### src/rtl/clock_set_ctrl.sv
// Time-setting controller: freezes the clock block while hour/minute are edited in shadow
// registers, then issues a one-cycle load on commit or silently aborts on idle timeout.
module clock_set_ctrl #(
    parameter int unsigned HOURS     = 24,
    parameter int unsigned MINUTES   = 60,
    parameter int unsigned TIMEOUT   = 64,
    parameter int unsigned BLINK_DIV = 8
) (
    input  logic       clk,
    input  logic       rstn,
    input  logic [4:0] cur_hour,
    input  logic [5:0] cur_minute,
    input  logic       btn_mode,
    input  logic       btn_inc,
    input  logic       btn_dec,
    output logic       clk_en,
    output logic       load,
    output logic [4:0] set_hour,
    output logic [5:0] set_minute,
    output logic [1:0] edit_sel,
    output logic       blink
);

    localparam int unsigned IdleW  = (TIMEOUT > 2)   ? $clog2(TIMEOUT)   : 1;
    localparam int unsigned BlinkW = (BLINK_DIV > 1) ? $clog2(BLINK_DIV) : 1;

    localparam logic [4:0]        HourMax  = 5'(HOURS - 1);
    localparam logic [5:0]        MinMax   = 6'(MINUTES - 1);
    localparam logic [IdleW-1:0]  IdleMax  = IdleW'(TIMEOUT - 1);
    localparam logic [BlinkW-1:0] BlinkMax = BlinkW'(BLINK_DIV - 1);

    // Encoding doubles as the edit_sel output.
    typedef enum logic [1:0] {
        StRun     = 2'b00,
        StSetHour = 2'b01,
        StSetMin  = 2'b10,
        StCommit  = 2'b11
    } state_e;

    state_e            r_state;
    logic              r_clk_en;
    logic              r_load;
    logic [4:0]        r_hour;
    logic [5:0]        r_min;
    logic              r_blink;
    logic [IdleW-1:0]  r_idle;
    logic [BlinkW-1:0] r_blink_cnt;

    state_e            w_state_d;
    logic              w_clk_en_d;
    logic              w_load_d;
    logic [4:0]        w_hour_d;
    logic [5:0]        w_min_d;
    logic              w_blink_d;
    logic [IdleW-1:0]  w_idle_d;
    logic [BlinkW-1:0] w_blink_cnt_d;

    logic              w_any_btn;
    logic              w_inc_only;
    logic              w_dec_only;
    logic              w_in_set;
    logic              w_timeout;
    logic [4:0]        w_hour_inc;
    logic [4:0]        w_hour_dec;
    logic [5:0]        w_min_inc;
    logic [5:0]        w_min_dec;
    logic [4:0]        w_cap_hour;
    logic [5:0]        w_cap_min;

    assign w_any_btn  = btn_mode | btn_inc | btn_dec;
    assign w_inc_only = btn_inc & ~btn_dec;
    assign w_dec_only = btn_dec & ~btn_inc;
    assign w_in_set   = (r_state == StSetHour) || (r_state == StSetMin);
    assign w_timeout  = w_in_set && !w_any_btn && (r_idle == IdleMax);

    // Wrap tests are done before the add/subtract so no wider sum is ever formed.
    assign w_hour_inc = (r_hour == HourMax) ? 5'd0 : r_hour + 5'd1;
    assign w_hour_dec = (r_hour == 5'd0) ? HourMax : r_hour - 5'd1;
    assign w_min_inc  = (r_min == MinMax) ? 6'd0 : r_min + 6'd1;
    assign w_min_dec  = (r_min == 6'd0) ? MinMax : r_min - 6'd1;

    assign w_cap_hour = (cur_hour > HourMax) ? 5'd0 : cur_hour;
    assign w_cap_min  = (cur_minute > MinMax) ? 6'd0 : cur_minute;

    always_comb begin
        w_state_d = r_state;
        w_hour_d  = r_hour;
        w_min_d   = r_min;

        unique case (r_state)
            StRun: begin
                if (btn_mode) begin
                    w_state_d = StSetHour;
                    w_hour_d  = w_cap_hour;
                    w_min_d   = w_cap_min;
                end
            end
            StSetHour: begin
                if (btn_mode) begin
                    w_state_d = StSetMin;
                end else if (w_inc_only) begin
                    w_hour_d = w_hour_inc;
                end else if (w_dec_only) begin
                    w_hour_d = w_hour_dec;
                end else if (w_timeout) begin
                    w_state_d = StRun;
                end
            end
            StSetMin: begin
                if (btn_mode) begin
                    w_state_d = StCommit;
                end else if (w_inc_only) begin
                    w_min_d = w_min_inc;
                end else if (w_dec_only) begin
                    w_min_d = w_min_dec;
                end else if (w_timeout) begin
                    w_state_d = StRun;
                end
            end
            StCommit: begin
                w_state_d = StRun;
            end
            default: begin
                w_state_d = StRun;
            end
        endcase
    end

    always_comb begin
        w_idle_d      = '0;
        w_blink_d     = 1'b0;
        w_blink_cnt_d = '0;
        w_clk_en_d    = (w_state_d == StRun);
        w_load_d      = (w_state_d == StCommit);

        if ((w_state_d == r_state) && w_in_set && !w_any_btn) begin
            w_idle_d = r_idle + IdleW'(1);
        end

        // Blink restarts high on entry to either edit field.
        if ((w_state_d == StSetHour) || (w_state_d == StSetMin)) begin
            if (w_state_d != r_state) begin
                w_blink_d     = 1'b1;
                w_blink_cnt_d = '0;
            end else if (r_blink_cnt == BlinkMax) begin
                w_blink_d     = ~r_blink;
                w_blink_cnt_d = '0;
            end else begin
                w_blink_d     = r_blink;
                w_blink_cnt_d = r_blink_cnt + BlinkW'(1);
            end
        end
    end

    always_ff @(posedge clk) begin
        if (!rstn) begin
            r_state     <= StRun;
            r_clk_en    <= 1'b1;
            r_load      <= 1'b0;
            r_hour      <= 5'd0;
            r_min       <= 6'd0;
            r_blink     <= 1'b0;
            r_idle      <= '0;
            r_blink_cnt <= '0;
        end else begin
            r_state     <= w_state_d;
            r_clk_en    <= w_clk_en_d;
            r_load      <= w_load_d;
            r_hour      <= w_hour_d;
            r_min       <= w_min_d;
            r_blink     <= w_blink_d;
            r_idle      <= w_idle_d;
            r_blink_cnt <= w_blink_cnt_d;
        end
    end

    assign clk_en     = r_clk_en;
    assign load       = r_load;
    assign set_hour   = r_hour;
    assign set_minute = r_min;
    assign edit_sel   = r_state;
    assign blink      = r_blink;

endmodule

### config.mk
export PLATFORM = sky130hd
export DESIGN_NAME = clock_set_ctrl
export DESIGN_NICKNAME = d
export VERILOG_FILES = /design/src/rtl/clock_set_ctrl.sv
export SDC_FILE = /design/constraint.sdc
export NUM_CORES = 1
export LEC_CHECK = 0
export CAP_MARGIN = 20
export CORE_ASPECT_RATIO = 0.7
export CORE_MARGIN = 10
export CORE_UTILIZATION = 55
export CTS_BUF_LIST = sky130_fd_sc_hd__clkbuf_4
export DETAILED_ROUTE_END_ITERATION = 10
export PLACE_DENSITY = 0.83
export SLEW_MARGIN = 40
export SYNTH_ARGS = -nofsm -noshare
export SYNTH_HDL_FRONTEND = slang
export SYNTH_SLANG_ARGS = --single-unit
### constraint.sdc
create_clock -name clk -period 2.4 [get_ports clk]
set_input_delay 0.24 -clock clk [delete_from_list [all_inputs] [get_ports clk]]
set_output_delay 0.24 -clock clk [all_outputs]
set_load 0.02 [all_outputs]
==> out/metrics.yaml, run 1 <==
drt:
  vias: 1747
  ant_nets: 0
  drc: 0
  via_per_inst: 6.066
  drt-pass1-iter-count: 4
  drt-total-wl_um: 4374
  wire_per_inst_um: 15.19
  drtIter0Drc: 133
min_path:
  hp-class: "reg2reg"
  hold_depth: 1
timing:
  fmaxAchievable_ghz: 0.4625
  relSlewSlack_pct: 65.46
  skew_ns: 0.002265
  grt_setup_unrepaired: "false"
  period_share_pct: 90.08
  hold_violations: 0
  slew_violations: 0
  finalSetupViolations: 0
  tns_ns: 0
  worst_hold_slack_ns: 0.4542
  worstMarginPinSlew_ns: 0.5158
  period_minus_slack_ns: 2.162
cts:
  cts_buffer_depth: 2
  cts_resized: 0
  clk_pin_slew_ns: 0.15
  htreeDepth: 1
  numCtsBuffers: 3
  post_cts_buffers: 0
  cts_root_buf: "clkbuf_4"
  numClockSinks: 25
  cts_tree: "done"
  hold_buffers: 0
  clk_latency_ns: 0.33
global_route:
  grt_usage_pct: 14.34
  grt_pass1_wl_um: 7148
  grt_max_degree: 17
  grt_overflow: 0
  grt_pass1_vias: 1538
  antenna_found_initial: 0
final_layout:
  num-fill-cells: 268
  drive_gt1_share_pct: 10.40
  area_growth_pct: 19.06
  nets: 282
  regArea_um2: 500.5
  antenna_cells: 0
  multi_input_area_um2: 1202
floorplan:
  coreArea_um2: 3191
  die_y_um: 68.63
  dieArea_um2: 6140
  rows: 17
  die_w_um: 89.47
  start_util_pct: 58.24
  io_pins: 32
synthesis:
  ys_warn_count: 0
  ys_top_cells_by_area: "dfxtp_1 (27%), ha_1 (10%), nor2_1 (3.4%)"
  synthArstFlopShare_pct: 0
  seq_area_frac_synth_pct: 26.94
  synth_area_um2: 1858
  syn_inst: 218
  yosysTopAreaCellShare_pct: 26.94
  synth_flop_cell: "dfxtp_1"
  yosys.area.top_type: "dfxtp_1"
  synth_cell_types: 61
  synthesis.nets: 249
  ys_seq_elements: 25
  synth_edf_count: 0
  syn_avg_cell_area_um2: 8.523
worst_setup_path:
  worst-path-max-fanout: 5
  critPathKind: "reg2reg"
  reg2reg_depth: 9
  rrSetupSlack_ns: 0.24
  start_kind: "register"
  cp_data_required_time_ns: 2.67
  arrival_ns: 2.43
  end_kind: "register"
placement:
  dp_hpwl_um: 3393
  gp_congestion: 0.9074
  port_buffers: 31
power:
  vdd_drop_max_mv: 0.4292
  p_per_area_nw_per_um2: 571.6
  total_power_mw: 1.265
  power.leakage_nw: 0.8693
flow_run:
  timing.max_cap.violations: 0
run_status:
  status: "finished, final reports clean"
==> critical path, cell delays in order (launching register included) <==
cell and delay, ns:
dfxtp_1 0.37, inv_1 0.06, ha_1 0.30, nor4b_1 0.16, and4_1 0.24, nor3_1 0.33
inv_2 0.05, ha_1 0.34, nand4b_1 0.10, nor3_1 0.14
==> placed cells by master (no fill, tap or decap), types with 4 or more instances in the layout <==
master,netlist,routed
nor2_1,17,17
nand3_1,10,10
ha_1,15,15
nand2_1,12,12
o21ai_0,6,6
dfxtp_1,25,25
nand4b_1,4,4
nor3_1,10,10
and3_1,4,4
xnor2_1,7,7
xor2_1,4,4
clkdlybuf4s50_1,0,31
inv_1,16,16
a21oi_1,8,8
buf_4,0,7
a31oi_1,4,4
==> sequential cells by signal, indices dropped and copies added (netlist names) <==
signal / flops
blink: 1
set_hour: 5
edit_sel: 2
load: 1
clk_en: 1
set_minute: 6
r_idle: 6
r_blink_cnt: 3
==> path summary, 6_finish.rpt <==
check | startpoint | endpoint
min reg2reg | r_idle[0] | r_idle[0]
max | edit_sel[0] | r_blink_cnt[1]
min | r_idle[0] | r_idle[0]
max reg2reg | edit_sel[0] | r_blink_cnt[1]
==> metrics by stage <==
step           setup slack, ns  area [um^2]  util (%)  instances
6_report                0.2381         2212     69.33        288
5_1_grt                0.05082         2212     69.33        288
4_1_cts                 0.2519         2212     69.33        288
3_5_place_dp          0.009438         2181     68.35        284
3_3_place_gp           0.07019         2181     68.35        284
2_1_floorplan           0.1964         1858         -        218
==> layer usage <==
layer	global-route usage, %	share of wire, %	up-vias
li1	-	-	876
met1	19.57	49	819
met2	22.22	42	50
met3	4.450	8.1	2
met4	1.976	0.32	0
met5	0	0	-
==> cells by family after synthesis <==
group / share of synthesized area [%]
AOI/OAI and AO/OA: 24.18
xor gates and xnor gates: 5.185
buffers and inverters: 8.350
and+or+nand+nor: 24.18
muxes: 1.077
DFF: 26.94
adders and majority gates: 10.10
==> report_power, final <==
group | total, mW | switching [mW] | internal [mW]
logic | 0.532 | 0.280 | 0.252
registers | 0.519 | 0.0642 | 0.455
clock network | 0.214 | 0.146 | 0.0682
==> cell type report <==
class,instances,share of cell area [%]
Multi-Input combinational cell,165,54.36
Timing Repair Buffer,38,16.40
Sequential cell,25,22.62
Inverter,18,3.054
Clock inverter,1,0.3959
Tap cell,38,2.149
Clock buffer,3,1.018
==> cell usage after synthesis (all sizes together), types with 7 or more instances <==
cell type,instances
nor2,18
nand2,12
inv,18
ha,15
buf,7
dfxtp,25
xnor2,7
a21oi,8
nor3,11
o21ai,11
nand3,10
Power figures use the tool's default switching activity.
==> run 2: changes to the inputs <==
- CORE_MARGIN: 10 -> 2
==> run 2 against run 1 <==
Compared with the run above:
- via count grew 0.92%
- clock skew grew 0.0020 ns
- global-route usage grew 9.8 points
- sequential power is essentially flat
- maximum frequency grew 3.1%
- setup slack gained 0.066 ns
- core utilization is the same
- sequential share of layout area is the same
- clock power is essentially flat
- critical endpoint unchanged
- largest cell class unchanged
==> out/metrics.yaml, run 2 (synthesis results as in run 1) <==
floorplan:
  coreArea_um2: 3191
  die_y_um: 52.63
  die_w_um: 73.47
  io_pins: 32
  rows: 17
  dieArea_um2: 3867
  start_util_pct: 58.24
cts:
  htreeDepth: 1
  cts_tree: "done"
  hold_buffers: 0
  numCtsBuffers: 3
  clk_pin_slew_ns: 0.15
  numClockSinks: 25
  cts_resized: 0
  post_cts_buffers: 0
  cts_root_buf: "clkbuf_4"
  cts_buffer_depth: 2
  clk_latency_ns: 0.34
timing:
  hold_violations: 0
  skew_ns: 0.004259
  setup_slack_ns: 0.3036
  period_minus_slack_ns: 2.096
  finalSetupViolations: 0
  period_share_pct: 87.35
  worstMarginPinSlew_ns: 0.4750
  relSlewSlack_pct: 68.06
  grt_setup_unrepaired: "false"
  slew_violations: 0
  fmaxAchievable_ghz: 0.4770
drt:
  drt-pass1-iter-count: 5
  drt-total-wl_um: 4350
  vias: 1763
  ant_nets: 0
  wire_per_inst_um: 15.10
  drtIter0Drc: 171
  via_per_inst: 6.122
  drc: 0
final_layout:
  regArea_um2: 500.5
  nets: 282
  num-fill-cells: 271
  final_common_cell: "clkdlybuf4s50_1"
  multi_input_area_um2: 1202
  antenna_cells: 0
  area_growth_pct: 19.06
  drive_gt1_share_pct: 10.40
  final_cell_mix: "clkdlybuf4s50_1 (31), dfxtp_1 (25), nor2_1 (17), inv_1 (16), ha_1 (15)"
placement:
  post-place-ws_ns: -0.02594
  gp_congestion: 0.9613
  port_buffers: 31
  dp_hpwl_um: 3233
power:
  total_power_mw: 1.270
  p_per_area_nw_per_um2: 574.2
  power.leakage_nw: 0.8693
  vdd_drop_max_mv: 0.5138
flow_run:
  timing.max_cap.violations: 0
global_route:
  grt_pass1_vias: 1534
  grt_pass1_wl_um: 7182
  antenna_found_initial: 0
  grt_overflow: 0
  grt_max_degree: 17
  grt_usage_pct: 24.12
worst_setup_path:
  critPathKind: "reg2reg"
  worst-path-max-fanout: 5
  cp_data_required_time_ns: 2.67
  arrival_ns: 2.37
  start_kind: "register"
  end_kind: "register"
run_status:
  status: "finished, final reports clean"
min_path:
  hp-class: "reg2reg"
==> run 2: cell counts in the layout (fill, tap and decap cells not counted) <==
No cell type changed its count.
==> run 2: path summary, 6_finish.rpt <==
kind	startpoint	endpoint	slack [ns]	cells after the start
max	edit_sel[0]	r_blink_cnt[1]	0.30	9
min	r_idle[0]	r_idle[0]	0.46	1
max reg2reg	edit_sel[0]	r_blink_cnt[1]	0.30	9
min reg2reg	r_idle[0]	r_idle[0]	0.46	1
==> run 2: cell type report <==
class | instances | share of cell area, %
clock inverter | 1 | 0.3959
inverter | 18 | 3.054
clock buffer | 3 | 1.018
timing repair buffer | 38 | 16.40
sequential | 25 | 22.62
multi-input combinational | 165 | 54.36
tap | 38 | 2.149
==> run 2: metrics by stage <==
step | cell area [um^2] | std cells | hold WS, ns | utilization, % | TNS, ns
floorplan | 1858 | 218 | 0.3949 | - | 0
global placement | 2181 | 284 | 0.4266 | 68.35 | 0
detailed placement | 2181 | 284 | 0.4450 | 68.35 | -0.05222
CTS | 2212 | 288 | 0.4653 | 69.33 | 0
global route | 2212 | 288 | 0.4991 | 69.33 | 0
finish | 2212 | 288 | 0.4638 | 69.33 | 0
==> run 2: power by group <==
| part | internal (mW) | leakage, nW | total (mW) | switching [mW] |
|---|---|---|---|---|
| clock | 0.0682 | 0.0183 | 0.213 | 0.144 |
| sequential | 0.455 | 0.205 | 0.521 | 0.0661 |
| combinational | 0.252 | 0.646 | 0.536 | 0.284 |
| total | 0.775 | 0.869 | 1.27 | 0.495 |
==> run 2: worst max-delay path: stages (launching register included) <==
cell,delay [ns]
dfxtp_1,0.38
inv_1,0.07
ha_1,0.28
nor4b_1,0.16
and4_1,0.24
nor3_1,0.30
inv_2,0.06
ha_1,0.34
nand4b_1,0.10
nor3_1,0.12
==> run 2: layer usage <==
| layer | routed length (um) | GRT usage, % | up-vias |
|---|---|---|---|
| met5 | 0 | 0 | - |
| li1 | - | - | 876 |
| met4 | 29 | 5.758 | 0 |
| met3 | 323 | 5.000 | 2 |
| met2 | 1904 | 36.90 | 70 |
| met1 | 2093 | 34.49 | 815 |
